<file path="config.mk">
export PLATFORM = sky130hd
export DESIGN_NAME = sum_block_accumulator_flat
export DESIGN_NICKNAME = d
export VERILOG_FILES = /design/src/rtl/sum_block_accumulator_pkg.sv /design/src/rtl/sum_block_accumulator_if.sv /design/src/rtl/sum_block_accumulator_sum_fifo.sv /design/src/rtl/sum_block_accumulator.sv /design/src/flat_wrapper.sv
export SDC_FILE = /design/constraint.sdc
export NUM_CORES = 1
export LEC_CHECK = 0
export BUFFER_PORTS_ARGS = -buffer_cell sky130_fd_sc_hd__buf_4
export CELL_PAD_IN_SITES_DETAIL_PLACEMENT = 1
export CELL_PAD_IN_SITES_GLOBAL_PLACEMENT = 1
export CORE_MARGIN = 3
export CORE_UTILIZATION = 44
export DETAILED_ROUTE_END_ITERATION = 6
export PLACE_DENSITY_LB_ADDON = 0.1
export RECOVER_POWER = 25
export SETUP_SLACK_MARGIN = 0.3
export SLEW_MARGIN = 25
export SYNTH_ARGS = -nofsm -noshare
export SYNTH_HDL_FRONTEND = slang
export SYNTH_SLANG_ARGS = --single-unit
</file>
<file path="constraint.sdc">
create_clock -name clk -period 3.1 [get_ports clk]
set_input_delay 0.155 -clock clk [delete_from_list [all_inputs] [get_ports clk]]
set_output_delay 0.155 -clock clk [all_outputs]
set_load 0.05 [all_outputs]
</file>
<file path="src/rtl/sum_block_accumulator_pkg.sv">
// Shared types and constants for the block accumulator: default widths,
// a constant-foldable clog2 and the block-total / phase types.
package sum_block_accumulator_pkg;

  localparam int DEF_IN_W      = 16;
  localparam int DEF_ACC_W     = 20;
  localparam int DEF_BLOCK_LEN = 4;
  localparam int DEF_DEPTH     = 2;
  localparam int BLOCKS_W      = 16;

  function automatic int clog2(input int value);
    int result;
    int v;
    result = 0;
    v = value - 1;
    while (v > 0) begin
      result = result + 1;
      v = v >> 1;
    end
    return result;
  endfunction

  typedef logic [DEF_ACC_W-1:0] block_total_t;

  // ACCUM while more results are needed; LAST when the next accept closes a block
  typedef enum logic {
    PH_ACCUM = 1'b0,
    PH_LAST  = 1'b1
  } phase_t;

endpackage

</file>
<file path="src/rtl/sum_block_accumulator_if.sv">
// Input-result and block-total handshakes plus status, grouped for the
// accumulator (slave) and whatever drives/consumes it (master).
interface sum_block_accumulator_if
  import sum_block_accumulator_pkg::*;
#(
  parameter int IN_W  = DEF_IN_W,
  parameter int ACC_W = DEF_ACC_W,
  parameter int CNT_W = clog2(DEF_BLOCK_LEN)
) ();

  logic                io_in_valid;
  logic [IN_W-1:0]     io_in_bits;
  logic                io_in_ready;
  logic                io_clear;
  logic                io_out_valid;
  logic [ACC_W-1:0]    io_out_bits;
  logic                io_out_ready;
  logic [CNT_W-1:0]    io_count;
  logic [BLOCKS_W-1:0] io_blocks;

  modport slave (
    input  io_in_valid, io_in_bits, io_clear, io_out_ready,
    output io_in_ready, io_out_valid, io_out_bits, io_count, io_blocks
  );

  modport master (
    output io_in_valid, io_in_bits, io_clear, io_out_ready,
    input  io_in_ready, io_out_valid, io_out_bits, io_count, io_blocks
  );

endinterface

</file>
<file path="src/rtl/sum_block_accumulator_sum_fifo.sv">
// Small synchronous FIFO for completed block totals; head reads as zero when empty.
module sum_fifo
  import sum_block_accumulator_pkg::*;
#(
  parameter int WIDTH = DEF_ACC_W,
  parameter int DEPTH = DEF_DEPTH
) (
  input  logic             clk,
  input  logic             srst,
  input  logic             push,
  input  logic [WIDTH-1:0] wr_data,
  input  logic             pop,
  output logic [WIDTH-1:0] head,
  output logic             full,
  output logic             empty
);

  localparam int PTR_W = clog2(DEPTH);

  logic [WIDTH-1:0] mem [DEPTH];
  logic [PTR_W-1:0] wr_ptr_reg;
  logic [PTR_W-1:0] rd_ptr_reg;
  logic [PTR_W:0]   occ_reg;
  logic             do_push;
  logic             do_pop;

  assign full    = (occ_reg == (PTR_W+1)'(DEPTH));
  assign empty   = (occ_reg == '0);
  assign do_push = push && !full;
  assign do_pop  = pop && !empty;
  assign head    = empty ? '0 : mem[rd_ptr_reg];

  always_ff @(posedge clk) begin
    if (do_push) begin
      mem[wr_ptr_reg] <= wr_data;
    end
  end

  // Pointers wrap naturally because DEPTH is a power of two
  always_ff @(posedge clk) begin
    if (srst) begin
      wr_ptr_reg <= '0;
      rd_ptr_reg <= '0;
      occ_reg    <= '0;
    end else begin
      if (do_push) wr_ptr_reg <= wr_ptr_reg + 1'b1;
      if (do_pop)  rd_ptr_reg <= rd_ptr_reg + 1'b1;
      case ({do_push, do_pop})
        2'b10:   occ_reg <= occ_reg + 1'b1;
        2'b01:   occ_reg <= occ_reg - 1'b1;
        default: occ_reg <= occ_reg;
      endcase
    end
  end

endmodule

</file>
<file path="src/rtl/sum_block_accumulator.sv">
// Sums BLOCK_LEN accepted adder results into one block total and queues the
// totals in a small FIFO drained by a valid/ready sink.
module sum_block_accumulator
  import sum_block_accumulator_pkg::*;
#(
  parameter int IN_W      = DEF_IN_W,
  parameter int ACC_W     = DEF_ACC_W,
  parameter int BLOCK_LEN = DEF_BLOCK_LEN,
  parameter int DEPTH     = DEF_DEPTH
) (
  input  logic clk,
  input  logic reset,
  sum_block_accumulator_if.slave io
);

  localparam int CNT_W = clog2(BLOCK_LEN);

  logic [ACC_W-1:0]    acc_reg, acc_next;
  logic [CNT_W-1:0]    count_reg, count_next;
  logic [BLOCKS_W-1:0] blocks_reg, blocks_next;
  logic [ACC_W-1:0]    sum;
  logic [ACC_W-1:0]    fifo_head;
  logic                fifo_full;
  logic                fifo_empty;
  logic                in_ready;
  logic                accept;
  logic                push;
  logic                pop;
  phase_t              phase;

  always_ff @(posedge clk) begin
    if (reset) begin
      acc_reg    <= '0;
      count_reg  <= '0;
      blocks_reg <= '0;
    end else begin
      acc_reg    <= acc_next;
      count_reg  <= count_next;
      blocks_reg <= blocks_next;
    end
  end

  // Ready looks only at registered state: a pop this cycle cannot make room
  // for the block being closed in the same cycle.
  always_comb begin
    acc_next    = acc_reg;
    count_next  = count_reg;
    blocks_next = blocks_reg;
    push        = 1'b0;
    phase       = (count_reg == CNT_W'(BLOCK_LEN - 1)) ? PH_LAST : PH_ACCUM;
    sum         = acc_reg + ACC_W'(io.io_in_bits);
    in_ready    = !reset && !(phase == PH_LAST && fifo_full);
    accept      = io.io_in_valid && in_ready;
    if (io.io_clear) begin
      acc_next   = '0;
      count_next = '0;
    end else if (accept) begin
      if (phase == PH_LAST) begin
        push        = 1'b1;
        acc_next    = '0;
        count_next  = '0;
        blocks_next = blocks_reg + 1'b1;
      end else begin
        acc_next   = sum;
        count_next = count_reg + 1'b1;
      end
    end
  end

  assign pop = !fifo_empty && io.io_out_ready;

  sum_fifo #(
    .WIDTH(ACC_W),
    .DEPTH(DEPTH)
  ) u_fifo (
    .clk    (clk),
    .srst   (reset),
    .push   (push),
    .wr_data(sum),
    .pop    (pop),
    .head   (fifo_head),
    .full   (fifo_full),
    .empty  (fifo_empty)
  );

  assign io.io_in_ready  = in_ready;
  assign io.io_out_valid = !fifo_empty;
  assign io.io_out_bits  = fifo_head;
  assign io.io_count     = count_reg;
  assign io.io_blocks    = blocks_reg;

endmodule
</file>
<file path="src/flat_wrapper.sv">
// flat-port wrapper written by rule: the top's interface ports become plain ports
module sum_block_accumulator_flat import sum_block_accumulator_pkg::*;
#(
  parameter int IN_W      = DEF_IN_W,
  parameter int ACC_W     = DEF_ACC_W,
  parameter int BLOCK_LEN = DEF_BLOCK_LEN,
  parameter int DEPTH     = DEF_DEPTH
)
  (clk, reset, io_io_in_valid, io_io_in_bits, io_io_clear, io_io_out_ready, io_io_in_ready, io_io_out_valid, io_io_out_bits, io_io_count, io_io_blocks);
  sum_block_accumulator_if #(.IN_W(IN_W), .ACC_W(ACC_W)) io_i ();
  input  logic clk;
  input  logic reset;
  input wire logic [$bits(io_i.io_in_valid)-1:0] io_io_in_valid;
  input wire logic [$bits(io_i.io_in_bits)-1:0] io_io_in_bits;
  input wire logic [$bits(io_i.io_clear)-1:0] io_io_clear;
  input wire logic [$bits(io_i.io_out_ready)-1:0] io_io_out_ready;
  output wire logic [$bits(io_i.io_in_ready)-1:0] io_io_in_ready;
  output wire logic [$bits(io_i.io_out_valid)-1:0] io_io_out_valid;
  output wire logic [$bits(io_i.io_out_bits)-1:0] io_io_out_bits;
  output wire logic [$bits(io_i.io_count)-1:0] io_io_count;
  output wire logic [$bits(io_i.io_blocks)-1:0] io_io_blocks;
  assign io_i.io_in_valid = io_io_in_valid;
  assign io_i.io_in_bits = io_io_in_bits;
  assign io_i.io_clear = io_io_clear;
  assign io_i.io_out_ready = io_io_out_ready;
  assign io_io_in_ready = io_i.io_in_ready;
  assign io_io_out_valid = io_i.io_out_valid;
  assign io_io_out_bits = io_i.io_out_bits;
  assign io_io_count = io_i.io_count;
  assign io_io_blocks = io_i.io_blocks;
  sum_block_accumulator #(.IN_W(IN_W), .ACC_W(ACC_W), .BLOCK_LEN(BLOCK_LEN), .DEPTH(DEPTH)) u_core (.clk(clk), .reset(reset), .io(io_i));
endmodule
</file>
* Yosys cells after proc, flatten, opt, wreduce, memory -nomap -nowiden *
Memories as Yosys holds them, arrays and structs flattened. A register that Yosys moved wholly into a read port is not among the register bits.
Index checks and enable logic that the tools add are counted.

operators by class
  $add $sub $neg = 7
  equality and inequality tests = 4
  muxes and demuxes = 12
  bitwise operators = 1
  reduce and logical (&&, ||, !) cells = 14

operators with widths
  kind                                              number
  two-way mux 20 bit                                2
  adder 20 x 16 -> 20 bit                           1
  adder 16 x 1 -> 16 bit, second input constant     1
  two-way mux 1 bit                                 8
  == test 2 bit, second input constant              3
  logical AND 1 bit                                 6
  adder 2 x 1 -> 2 bit, second input constant       2
  zero test 1 bit                                   4
  one-hot mux 2 bit (2 select lines)                1
  AND reduction 3 bit                               1
  adder 1 bit, second input constant                2
  == test 2 x 1 -> 1 bit, second input constant     1
  zero test 2 bit                                   1
  two-way mux 2 bit                                 1
  nonzero test 2 bit                                1
  OR reduction 2 bit                                1
  subtractor 2 x 1 -> 2 bit, second input constant  1
  inverter 1 bit                                    1

word-level totals
  bits in registers = 42
  bits in writable memories = 40
  logic and storage cells = 45
  memories = 1

memories
  memory             words  bits a word  read ports  clocked after Yosys merged registers in  write ports  line                                  source
  u_core.u_fifo.mem  2      20           1           1                                        1            sum_block_accumulator_sum_fifo.sv:20  logic [WIDTH-1:0] mem [DEPTH];

* Depth between registers and ports, before layout *
  depth in word-level cells = 11
  mapped depth = 10

* By module *
A second synthesis with hierarchy kept.

second synthesis, totals
  cells, all modules = 397
  area total of the unflattened synthesis = 4,157.7 µm²

by module, submodules not included
  module                 times used  cells an instance  area an instance (µm²)  seq. area each (µm²)
  sum_block_accumulator  1           286                2,438.6                 760.7
  sum_fifo               1           111                1,719.1                 1,301.2

* Least setup slack after synthesis *
Ideal clock, no wire load.

  path type = register -> register
  from = reg u_core.count_reg[0] (netlist: u_core.io.io_count[0])
  to = mem u_core.u_fifo.mem[0][0] (netlist name), enable pin
  setup time = 397 ps
  arrival = 2,644 ps
  required time = 2,703 ps
  path slack = 60 ps
  stages on the path, launching flop included = 8
  buffers on the path = 2
  period minus slack after synthesis = 3,040 ps
  path through = dfxtp_1 -> ha_1 -> buf_2 -> and4bb_2 -> and2_1 -> clkbuf_1 -> inv_1 -> nor2_1

on the way
  longest elaborated chain between the ends = 11

ends and longest elaborated chain
  element                                    line                                  source
  from (decl)                                sum_block_accumulator.sv:19           logic [CNT_W-1:0] count_reg, count_next;
  from (signal assigned)                     sum_block_accumulator.sv:38           count_reg <= count_next;
  == test 2 bit *                            sum_block_accumulator.sv:50           phase = (count_reg == CNT_W'(BLOCK_LEN - 1)) ? PH_LAST : PH_ACCUM;
  two-way mux 1 bit *                        sum_block_accumulator.sv:50
  logical AND 1 bit                          sum_block_accumulator.sv:52           in_ready = !reset && !(phase == PH_LAST && fifo_full);
  zero test 1 bit                            sum_block_accumulator.sv:52
  logical AND 1 bit                          sum_block_accumulator.sv:52
  logical AND 1 bit                          sum_block_accumulator.sv:53           accept = io.io_in_valid && in_ready;
  two-way mux 1 bit *                        sum_block_accumulator.sv:57           end else if (accept) begin
  two-way mux 1 bit *                        sum_block_accumulator.sv:54           if (io.io_clear) begin
  logical AND 1 bit *                        sum_block_accumulator_sum_fifo.sv:29  assign do_push = push && !full;
  two-way mux 1 bit *                        sum_block_accumulator_sum_fifo.sv:34  if (do_push) begin
  two-way mux 1 bit (not written as such) *  sum_block_accumulator_sum_fifo.sv:35  mem[wr_ptr_reg] <= wr_data;
  to (decl)                                  sum_block_accumulator_sum_fifo.sv:20

Every way passes the cells marked *; elsewhere a longest branch is shown, timed or not.

* Final worst setup path *
  from = reg u_core.count_reg[0] (netlist: u_core.io.io_count[0])
  to = reg u_core.u_fifo.occ_reg[1]

on the way
  longest elaborated chain between the ends = 11

ends and longest elaborated chain
  element                                                                          line                                  source
  == test 2 bit *                                                                  sum_block_accumulator.sv:50
  two-way mux 1 bit *                                                              sum_block_accumulator.sv:50
  logical AND 1 bit                                                                sum_block_accumulator.sv:52
  zero test 1 bit                                                                  sum_block_accumulator.sv:52
  logical AND 1 bit                                                                sum_block_accumulator.sv:52
  logical AND 1 bit                                                                sum_block_accumulator.sv:53
  two-way mux 1 bit *                                                              sum_block_accumulator.sv:57
  two-way mux 1 bit *                                                              sum_block_accumulator.sv:54
  logical AND 1 bit *                                                              sum_block_accumulator_sum_fifo.sv:29
  == test 2 x 1 -> 1 bit / == test 2 bit (equally long branches)                   sum_block_accumulator_sum_fifo.sv:48  case ({do_push, do_pop})
  one-hot mux 2 bit (2 select lines) / nonzero test 2 bit (equally long branches)  n/a
  to (signal assigned)                                                             sum_block_accumulator_sum_fifo.sv:49  2'b10: occ_reg <= occ_reg + 1'b1;
  to (signal assigned)                                                             sum_block_accumulator_sum_fifo.sv:50  2'b01: occ_reg <= occ_reg - 1'b1;
  to (signal assigned)                                                             sum_block_accumulator_sum_fifo.sv:51  default: occ_reg <= occ_reg;
  to (decl)                                                                        sum_block_accumulator_sum_fifo.sv:23  logic [PTR_W:0] occ_reg;

Marked as above.
A chain may end at the register's enable or synchronous reset.

==> results by group <==
Timing
  – Fmax: 383.6 MHz
  – Fin crit period: 2.607 ns
  – Hold slack: 0.1399 ns
  – Final period util: 0.8410
  – Max-slew violations: 0
  – Unrepaired setup endpoints after global routing: false
  – Sum Neg Setup Slack: 0 ns
  – Final setup fails: 0
  – Worst Skew: 0.01350 ns
  – Worst Max-Slew Pin Slew: 0.9737 ns
  – Final hold vios: 0
  – Slew HR: 0.3509

Synthesis
  – Post-synth EDFFs: 40
  – Mapped Nets: 449
  – Synthesized area: 4164 um2
  – Syn. warnings: 0
  – Distinct cells, synth: 60
  – Syn Inst Count: around 410
  – Top FF cell, synth: dfxtp_1
  – Flops & latches, synth: between 80 and 90
  – Sequential area share after synthesis: 0.4952
  – Post-synth ARST share: 0
  – Avg Inst Size Synth: ~10 um2

Clock network
  – CTS sink count: 83
  – CTS Buf Count: 9
  – Worst-path clk slew: 0.09 ns
  – H-Tree Depth: 3
  – CTS max path bufs: 2
  – Clock root buffer: clkbuf_8
  – TritonCTS clock tree: done
  – Post-CTS resize count: 0
  – Hold Buf Count CTS: 0
  – Post-CTS Repair Setup Buffers: 0
  – Worst-skew pair later-pin latency: 0.36 ns

Critical path
  – Crit path max-delay family: simple AND/OR/NAND/NOR gates
  – FF-to-FF path depth: 7
  – Startpoint Class: flop
  – Worst path required time: 3.39 ns
  – Reg-to-reg slack, setup: 0.49 ns
  – Origin of the critical flop-to-flop path: u_core.io.io_count[0]
  – Worst setup startpoint: u_core.io.io_count[0]
  – CP max-delay cell: and2_0
  – Most common cell on crit path: ha_1
  – WP buf/inv: 1
  – Crit Path Max Fanout: 9
  – Crit path DAT: 2.90 ns
  – WS Path Type: reg2reg
  – Crit-path max cell delay: 0.42 ns
  – Crit path cell chain: ha_1, and4bb_1, and2_0, inv_1, ha_1, or3_1, a21oi_1
  – Worst setup EP type: flop
  – Worst R2R End: u_core.u_fifo.occ_reg[1]

Global route
  – Vias in the first global route: 3326
  – First-pass GRT wire length: 16.48 mm
  – Initial antenna violation count: 0
  – Global Route Usage Sum: 0.2017
  – GR Overflow Total: 0
  – Largest net degree at the start of global routing: 26

Run status
  – Outcome: completed

Detailed routing
  – Pre-antenna DRT Iters: 4
  – DR WL/cell: 16.97 um
  – DRC: 0
  – Routed Antenna Nets: 0
  – Initial DRC Count: 117
  – Vias post-DR: 3227
  – Routed WL: around 10 mm
  – Vias per cell: ~5.4

Floorplanning
  – Die area: 10670 um2
  – Num ports: 61
  – CORE AREA: 8976 um2
  – Die Wd: 103.3 um
  – Die height: just over 100 um
  – Row cnt: 34
  – Starting density of the core: 0.4639

Cells and area
  – Multi-input logic area: 2001 um2
  – Post-Layout Cell Count: between 500 and 600
  – Largest register FFs: 40
  – Share of layout cells above drive strength 1: 0.1444
  – Fillcell total: 1028
  – Sequential cell area: between 2000 and 2500 um2
  – Number of diodes: 0
  – Final #Nets: 507
  – Area grow syn2layout: 16.35%
  – Final instance area: just under 5000 um2

Hold path
  – Min-delay src: reset
  – Hold Path Stages: 2
  – Hold crit path type: in2reg
  – Endpoint, Worst Hold: u_core.io.io_blocks[5]

Placed design
  – DP HPWL: 7.781 mm
  – Routability Congestion: 0.8554
  – Port bufs: 60
  – Post-placement cell area: about 4700 um2
  – Placed cell count: about 580

Run
  – Max capacitance violation total: 0

Power
  – Power per Cell Area: roughly 450 nW/um2
  – Worst IR Drop VDD: 184.5 uV
  – Pleak: 1.831 nW
## Yosys cell counts (5+ instances only)
| library cell | number | area, um2 |
|---|---|---|
| nor2_1 | 62 | 232.7 |
| dfxtp_1 | 43 | 860.8 |
| edfxtp_1 | 40 | 1201 |
| nand2_1 | 29 | 108.9 |
| a21oi_1 | 24 | 120.1 |
| mux2i_1 | 20 | 200.2 |
| ha_1 | 19 | 237.7 |
| xor2_1 | 16 | 140.1 |
| xnor2_1 | 15 | 131.4 |
| clkbuf_1 | 13 | 48.80 |
| nand3_1 | 11 | 55.05 |
| o21ai_0 | 10 | 50.05 |
| and3_1 | 9 | 56.30 |
| inv_1 | 7 | 26.28 |
| or3_1 | 7 | 43.79 |
| nor3_1 | 6 | 30.03 |
| a22o_1 | 5 | 43.79 |
## final cells by class
class	instances	area share
clock buffers	9	0.02557
clock inverters	7	0.01575
inverters	8	0.006198
multi-input cells	299	0.4130
flip-flops and latches	83	0.4256
well taps	126	0.03254
repair buffers	65	0.08135
## placed cells by master (no fill, tap or decap), drive strengths merged, types with 9 or more instances in the layout
cell type / instances
buf: 40
clkbuf: 34
ha: 19
nor2: 62
xor2: 16
nand2: 29
xnor2: 15
dfxtp: 43
and3: 10
nand3: 11
inv: 9
o21ai: 11
mux2i: 20
edfxtp: 40
a21oi: 24
## where the power goes
group / switching, W / internal [W] / leakage [nW]
registers: 0.00000551 / 0.00116 / 0.701
logic: 0.000124 / 0.0000754 / 1.03
clock network: 0.000416 / 0.000378 / 0.0962
## stage by stage
stage	power, W	utilization	setup WS, ns
3_5_place_dp	0.001392	0.5279	0.6054
6_report	0.002160	0.5397	0.4929
2_1_floorplan	0.001322	-	0.3770
5_1_grt	0.002242	0.5397	0.2396
4_1_cts	0.002176	0.5502	0.5571
3_3_place_gp	0.001385	0.5279	0.6440
## worst max path at each step
stage	endpoint	slack, ns	depth (start not counted)
final	u_core.u_fifo.occ_reg[1]	0.49	7
after CTS	u_core.u_fifo.mem[1][18]	0.56	8
after floorplan	u_core.u_fifo.mem[0][0]	0.38	7
after global placement	u_core.acc_reg[17]	0.64	7
after detailed placement	u_core.acc_reg[17]	0.61	7
after global routing	u_core.acc_reg[19]	0.24	7
## kinds of logic (layout without fill, tap and decap cells)
kind of cell,count (synthesis),count (layout),synth area share
flip-flops,83,83,0.4952
multiplexers,21,21,0.05078
AO/OA/AOI/OAI,81,81,0.1352
buffers and inverters,26,89,0.02494
adder cells (fa/ha/maj),20,20,0.06190
XOR/XNOR,31,31,0.06520
AND/OR/NAND/NOR,146,146,0.1668
## per-layer routing
metal	vias to the layer above	GRT usage	share of wire
li1	1601	-	-
met1	1566	0.2656	0.46
met2	48	0.3370	0.49
met3	12	0.03957	0.035
met4	0	0.06175	0.016
met5	-	0	0
(Power assumes the default switching activity.)
